### src/rtl/hdmi_source_ctrl.sv
// HDMI loopback source select: rx passthrough when the rx timing is locked, else an internal colour-bar pattern.
// Every tx output is registered with 1 cycle latency and there is no backpressure; rx timing is checked continuously.
module hdmi_source_ctrl #(
  parameter int H_ACTIVE     = 640,
  parameter int H_SYNC_START = 656,
  parameter int H_SYNC_END   = 752,
  parameter int H_TOTAL      = 800,
  parameter int V_ACTIVE     = 480,
  parameter int V_SYNC_START = 490,
  parameter int V_SYNC_END   = 492,
  parameter int V_TOTAL      = 525,
  parameter int LOCK_FRAMES  = 4,
  parameter int LOSS_CYCLES  = 840000
) (
  input  logic        pixclk,
  input  logic        rst,
  input  logic [7:0]  rx_red,
  input  logic [7:0]  rx_green,
  input  logic [7:0]  rx_blue,
  input  logic        rx_hsync,
  input  logic        rx_vsync,
  input  logic        rx_vde,
  input  logic [3:0]  rx_cntrl,
  input  logic        force_pattern,
  output logic [7:0]  tx_red,
  output logic [7:0]  tx_green,
  output logic [7:0]  tx_blue,
  output logic        tx_hsync,
  output logic        tx_vsync,
  output logic        tx_vde,
  output logic [3:0]  tx_cntrl,
  output logic        locked,
  output logic        src_is_rx,
  output logic [11:0] meas_h_active,
  output logic [11:0] meas_v_active
);
  localparam int BAR_W = H_ACTIVE / 8;

  typedef enum logic [1:0] {SEARCH, VERIFY, LOCKED} state_t;
  state_t state, state_next;

  logic        vs_q, vde_q, vs_rise, vde_rise, run_end, run_bad;
  logic [11:0] run_cnt, last_run, line_cnt;
  logic        bad_flag, frame_good, loss;
  logic [23:0] to_cnt;
  logic [7:0]  good_cnt, good_next;
  logic        locked_next, to_pat, to_rx, src_next;
  logic [11:0] h, v;
  logic        gen_vde, gen_hs, gen_vs;
  logic [2:0]  bar;
  logic [23:0] bar_rgb;

  assign vs_rise    = rx_vsync & ~vs_q;
  assign vde_rise   = rx_vde & ~vde_q;
  assign run_end    = vde_q & ~rx_vde;
  assign run_bad    = run_end && (run_cnt != 12'(H_ACTIVE));
  assign frame_good = ~bad_flag && ~run_bad && (line_cnt == 12'(V_ACTIVE));
  // A vs_rise in the same cycle as the limit keeps the input alive.
  assign loss       = ~vs_rise && (to_cnt >= 24'(LOSS_CYCLES - 1));

  always_ff @(posedge pixclk) begin
    if (rst) begin
      vs_q <= 1'b0; vde_q <= 1'b0;
      run_cnt <= '0; last_run <= '0; line_cnt <= '0; bad_flag <= 1'b0;
      meas_h_active <= '0; meas_v_active <= '0; to_cnt <= '0;
    end else begin
      vs_q  <= rx_vsync;
      vde_q <= rx_vde;
      if (rx_vde)
        run_cnt <= vde_rise ? 12'd1 : (run_cnt == 12'hFFF ? run_cnt : run_cnt + 12'd1);
      if (run_end) last_run <= run_cnt;
      if (vs_rise) begin
        meas_h_active <= run_end ? run_cnt : last_run;
        meas_v_active <= line_cnt;
        line_cnt      <= {11'd0, vde_rise};
        bad_flag      <= 1'b0;
      end else begin
        if (vde_rise && line_cnt != 12'hFFF) line_cnt <= line_cnt + 12'd1;
        if (run_bad) bad_flag <= 1'b1;
      end
      if (vs_rise)                to_cnt <= '0;
      else if (to_cnt != 24'hFFFFFF) to_cnt <= to_cnt + 24'd1;
    end
  end

  always_ff @(posedge pixclk) begin
    if (rst) begin
      state <= SEARCH; good_cnt <= '0; locked <= 1'b0; src_is_rx <= 1'b0;
    end else begin
      state <= state_next; good_cnt <= good_next; locked <= locked_next; src_is_rx <= src_next;
    end
  end

  always_comb begin
    state_next = state;
    good_next  = good_cnt;
    case (state)
      SEARCH: if (vs_rise) begin
        state_next = VERIFY;
        good_next  = '0;
      end
      VERIFY: if (vs_rise) begin
        if (frame_good) begin
          good_next = good_cnt + 8'd1;
          if (good_cnt + 8'd1 == 8'(LOCK_FRAMES)) state_next = LOCKED;
        end else begin
          good_next = '0;
        end
      end else if (loss) begin
        state_next = SEARCH;
      end
      LOCKED: if ((vs_rise && !frame_good) || loss) state_next = SEARCH;
      default: state_next = SEARCH;
    endcase
  end

  // Switching to rx also requires staying locked, so a bad frame never flips to rx for one cycle.
  always_comb begin
    locked_next = (state_next == LOCKED);
    to_pat      = (!locked_next || force_pattern) && src_is_rx;
    to_rx       = vs_rise && (state == LOCKED) && locked_next && !force_pattern && !src_is_rx;
    src_next    = src_is_rx;
    if (to_pat)     src_next = 1'b0;
    else if (to_rx) src_next = 1'b1;
  end

  always_ff @(posedge pixclk) begin
    if (rst || to_pat) begin
      h <= '0; v <= '0;
    end else if (h == 12'(H_TOTAL - 1)) begin
      h <= '0;
      v <= (v == 12'(V_TOTAL - 1)) ? 12'd0 : v + 12'd1;
    end else begin
      h <= h + 12'd1;
    end
  end

  always_comb begin
    gen_vde = (h < 12'(H_ACTIVE)) && (v < 12'(V_ACTIVE));
    gen_hs  = (h >= 12'(H_SYNC_START)) && (h < 12'(H_SYNC_END));
    gen_vs  = (v >= 12'(V_SYNC_START)) && (v < 12'(V_SYNC_END));
    bar = 3'd7;
    for (int i = 7; i >= 0; i--)
      if (h < 12'((i + 1) * BAR_W)) bar = 3'(i);
    bar_rgb = {{8{~bar[1]}}, {8{~bar[2]}}, {8{~bar[0]}}};
  end

  always_ff @(posedge pixclk) begin
    if (rst) begin
      tx_red <= '0; tx_green <= '0; tx_blue <= '0;
      tx_hsync <= 1'b0; tx_vsync <= 1'b0; tx_vde <= 1'b0; tx_cntrl <= '0;
    end else if (src_is_rx) begin
      tx_red <= rx_red; tx_green <= rx_green; tx_blue <= rx_blue;
      tx_hsync <= rx_hsync; tx_vsync <= rx_vsync; tx_vde <= rx_vde; tx_cntrl <= rx_cntrl;
    end else begin
      tx_red   <= gen_vde ? bar_rgb[23:16] : 8'd0;
      tx_green <= gen_vde ? bar_rgb[15:8]  : 8'd0;
      tx_blue  <= gen_vde ? bar_rgb[7:0]   : 8'd0;
      tx_hsync <= gen_hs; tx_vsync <= gen_vs; tx_vde <= gen_vde; tx_cntrl <= '0;
    end
  end
endmodule

### config.mk
export PLATFORM = sky130hd
export DESIGN_NAME = hdmi_source_ctrl
export DESIGN_NICKNAME = d
export VERILOG_FILES = /design/src/rtl/hdmi_source_ctrl.sv
export SDC_FILE = /design/constraint.sdc
export NUM_CORES = 1
export LEC_CHECK = 0
export ABC_AREA = 1
export CORE_ASPECT_RATIO = 0.75
export CORE_MARGIN = 2
export CORE_UTILIZATION = 47
export CTS_CLUSTER_SIZE = 40
export DETAILED_ROUTE_END_ITERATION = 8
export GPL_ROUTABILITY_DRIVEN = 0
export PLACE_DENSITY = 0.7
export SLEW_MARGIN = 30
export SYNTH_ARGS = -nofsm -noshare
export SYNTH_HDL_FRONTEND = slang
export SYNTH_SLANG_ARGS = --single-unit
### constraint.sdc
create_clock -name pixclk -period 4.7 [get_ports pixclk]
set_clock_uncertainty 0.1 [all_clocks]
set_input_delay 0.47 -clock pixclk [delete_from_list [all_inputs] [get_ports pixclk]]
set_output_delay 0.47 -clock pixclk [all_outputs]
set_load 0.01 [all_outputs]
==> flow_metrics.tcl <==
set metrics [dict create \
    cts-buffers-inserted 17 \
    area_growth_pct 24.4 \
    clk_pin_slew_ns 0.06 \
    die-area_sq_um 15600 \
    place_area_sq_um 7960 \
    path_class "in2reg" \
    drive_above_1_share_pct 7.14 \
    path_max_fanout 23 \
    drc 0 \
    io_pins 91 \
    p_per_area_nw_per_um2 343 \
    ant_nets 0 \
    setup_violations 0 \
    drtIter0Drc 462 \
    max_freq_mhz 392 \
    portBuffers 90 \
    leakage_nw 3.39 \
    cts_tree "done" \
    grt_setup_unrepaired "false" \
    dr.pass1.iters 5 \
    synth-xor-area-share_pct 4.97 \
    final_net_count 1057 \
    worst-slew-pin-transition_ns 0.865 \
    synth_compound_area_share_pct 13.2 \
    die_y_um 109 \
    cts_root_buf "clkbuf_16" \
    final_cell_mix "nand2_1, dfxtp_1, nor2_1" \
    die_w_um 144 \
    ir_drop_uv 238 \
    post-route-period-util_pct 54.3 \
    maxSlewViolCount 0 \
    yosys_warnings 0 \
    grt_pass1_vias 5305 \
    avgSynthCellArea_sq_um 7.45 \
    hpwl_um 11200 \
    cts_setup_buffers 0 \
    max_cap_violations 0 \
    cts_max_path_buffers 2 \
    num-fill-cells 1330 \
    crit_arrival_ns 2.80 \
    core_sq_um 14400 \
    antenna_found_initial 0 \
    initial_utilization_pct 47.8 \
    overflow 0 \
    track_usage_pct 20.9 \
    final_common_cell "nand2_1" \
    cts_resized 0 \
    viasPerCell 4.93 \
    via_count 6031 \
    fin_crit_ns 2.55 \
    wl_um 15700 \
    clkLatencyLatePin_ns 0.42 \
    worst_ep_required_time_ns 4.94 \
    hold_ws_ns 0.353 \
    ys_types 43 \
    avgRoutedWirePerCell_um 12.9 \
    status "finished, final reports clean" \
    hold_buffers 0 \
    cts_sinks 154 \
    yosysSeqAreaShare_pct 44.9 \
    synthMuxAreaShare_pct 0 \
    placementRows 38 \
    grt_pass1_wl_um 25900 \
    synthSimpleGateAreaFrac_pct 26.8 \
    htree_levels 4 \
    ys_ff_latch 154 \
    syn_nets 967 \
    grt_max_degree 31 \
    yosys.area_share.adder_pct 2.00 \
    hold_path_class "reg2reg" \
    hold_violations 0 \
    diodes 0 \
    finalSetupTns_ns 0 \
    maxSlewHeadroom_pct 42.2 \
    synth_top_family_by_area "simple AND/OR/NAND/NOR gates" \
    design_area_sq_um 8550 \
    crit_path_end_kind "register" \
    synth.cell_area_sq_um 6870 \
    syn_inst 922 \
    cp-start-kind "input pin" \
]
==> metal layers <==
metal	wire (um)	vias up	part of all wire (%)	GRT usage (%)
li1	-	3175	-	-
met1	8230	2685	52	30.7
met2	6400	162	41	30.6
met3	1010	9	6.4	5.23
met4	105	0	0.67	5.74
met5	0	-	0	0
==> cell families after synthesis <==
kind of cell	Yosys count
DFF	154
buffers and inverters	145
AOI/OAI and AO/OA	160
xor gates and xnor gates	39
adders and majority gates	11
and+or+nand+nor	413
==> layout make-up <==
class	instances	area [sq um]	area share (%)
inverters	121	454	5.31
clock buffers	18	439	5.14
flip-flops and latches	154	3080	36.1
clock inverters	12	149	1.74
repair buffers	95	938	11.0
multi-input cells	623	3240	37.8
well taps	200	250	2.93
==> state kept, by name, summed over array words and instances, names as in the netlist <==
name,flops
tx_cntrl,4
v,12
to_cnt,24
vs_q,1
tx_green,8
h,12
vde_q,1
tx_vde,1
tx_red,8
last_run,12
tx_blue,8
meas_h_active,12
meas_v_active,12
good_cnt,8
line_cnt,12
state,2
tx_hsync,1
src_is_rx,1
bad_flag,1
locked,1
tx_vsync,1
run_cnt,12
==> final timing paths <==
check        cells past startpoint  slack [ns]         from           to
min                              1        0.35  run_cnt[11]  run_cnt[11]
max reg2reg                     13        2.36  good_cnt[1]         h[0]
min reg2reg                      1        0.35  run_cnt[11]  run_cnt[11]
max                             12        2.15     rx_vsync         h[0]
==> where the power goes <==
group	switching, mW	leakage (nW)	internal, mW
clock network	0.528	0.280	0.839
registers	0.0198	1.26	1.35
logic	0.0967	1.85	0.0986
total	0.645	3.39	2.28
==> Yosys cell counts, drive strengths merged <==
library cell | n | area (sq um)
a21oi | 62 | 310
ha | 11 | 138
inv | 121 | 454
a22oi | 2 | 15.0
dfxtp | 154 | 3080
o41ai | 1 | 8.76
nor3b | 3 | 27.5
a2111oi | 1 | 27.5
nor4 | 7 | 65.1
nor2 | 137 | 559
o2111ai | 1 | 8.76
o21bai | 1 | 7.51
xor2 | 29 | 254
or3 | 1 | 6.26
a22o | 1 | 8.76
o21ai | 69 | 345
a31oi | 4 | 25.0
nor3 | 31 | 165
xnor2 | 10 | 87.6
nand4 | 17 | 113
a32oi | 1 | 8.76
buf | 4 | 32.5
clkbuf | 20 | 75.1
a31o | 1 | 8.76
nand3 | 49 | 260
o22ai | 2 | 12.5
nand2 | 166 | 631
or2 | 2 | 12.5
o22a | 12 | 105
a211oi | 2 | 15.0
==> metrics by stage <==
step                      util [%]  setup WS (ns)  total power, mW  instances
after global placement        55.4           1.77             1.59       1193
after floorplan                  -           2.85             1.48        922
after global routing          59.5           1.91             3.04       1223
after detailed placement      55.4           1.70             1.59       1193
after CTS                     59.5           2.14             2.96       1223
final                         59.5           2.15             2.93       1223
==> worst max-delay path, stage by stage <==
cell	delay [ns]
clkdlybuf4s50_1	0.45
inv_1	0.07
nor2_4	0.36
buf_4	0.35
inv_1	0.13
nand2_1	0.11
nand3_1	0.07
nand2_1	0.10
nand3_2	0.08
nand2_2	0.09
nand3_2	0.31
nor2_1	0.21
(Power assumes the default switching activity.)
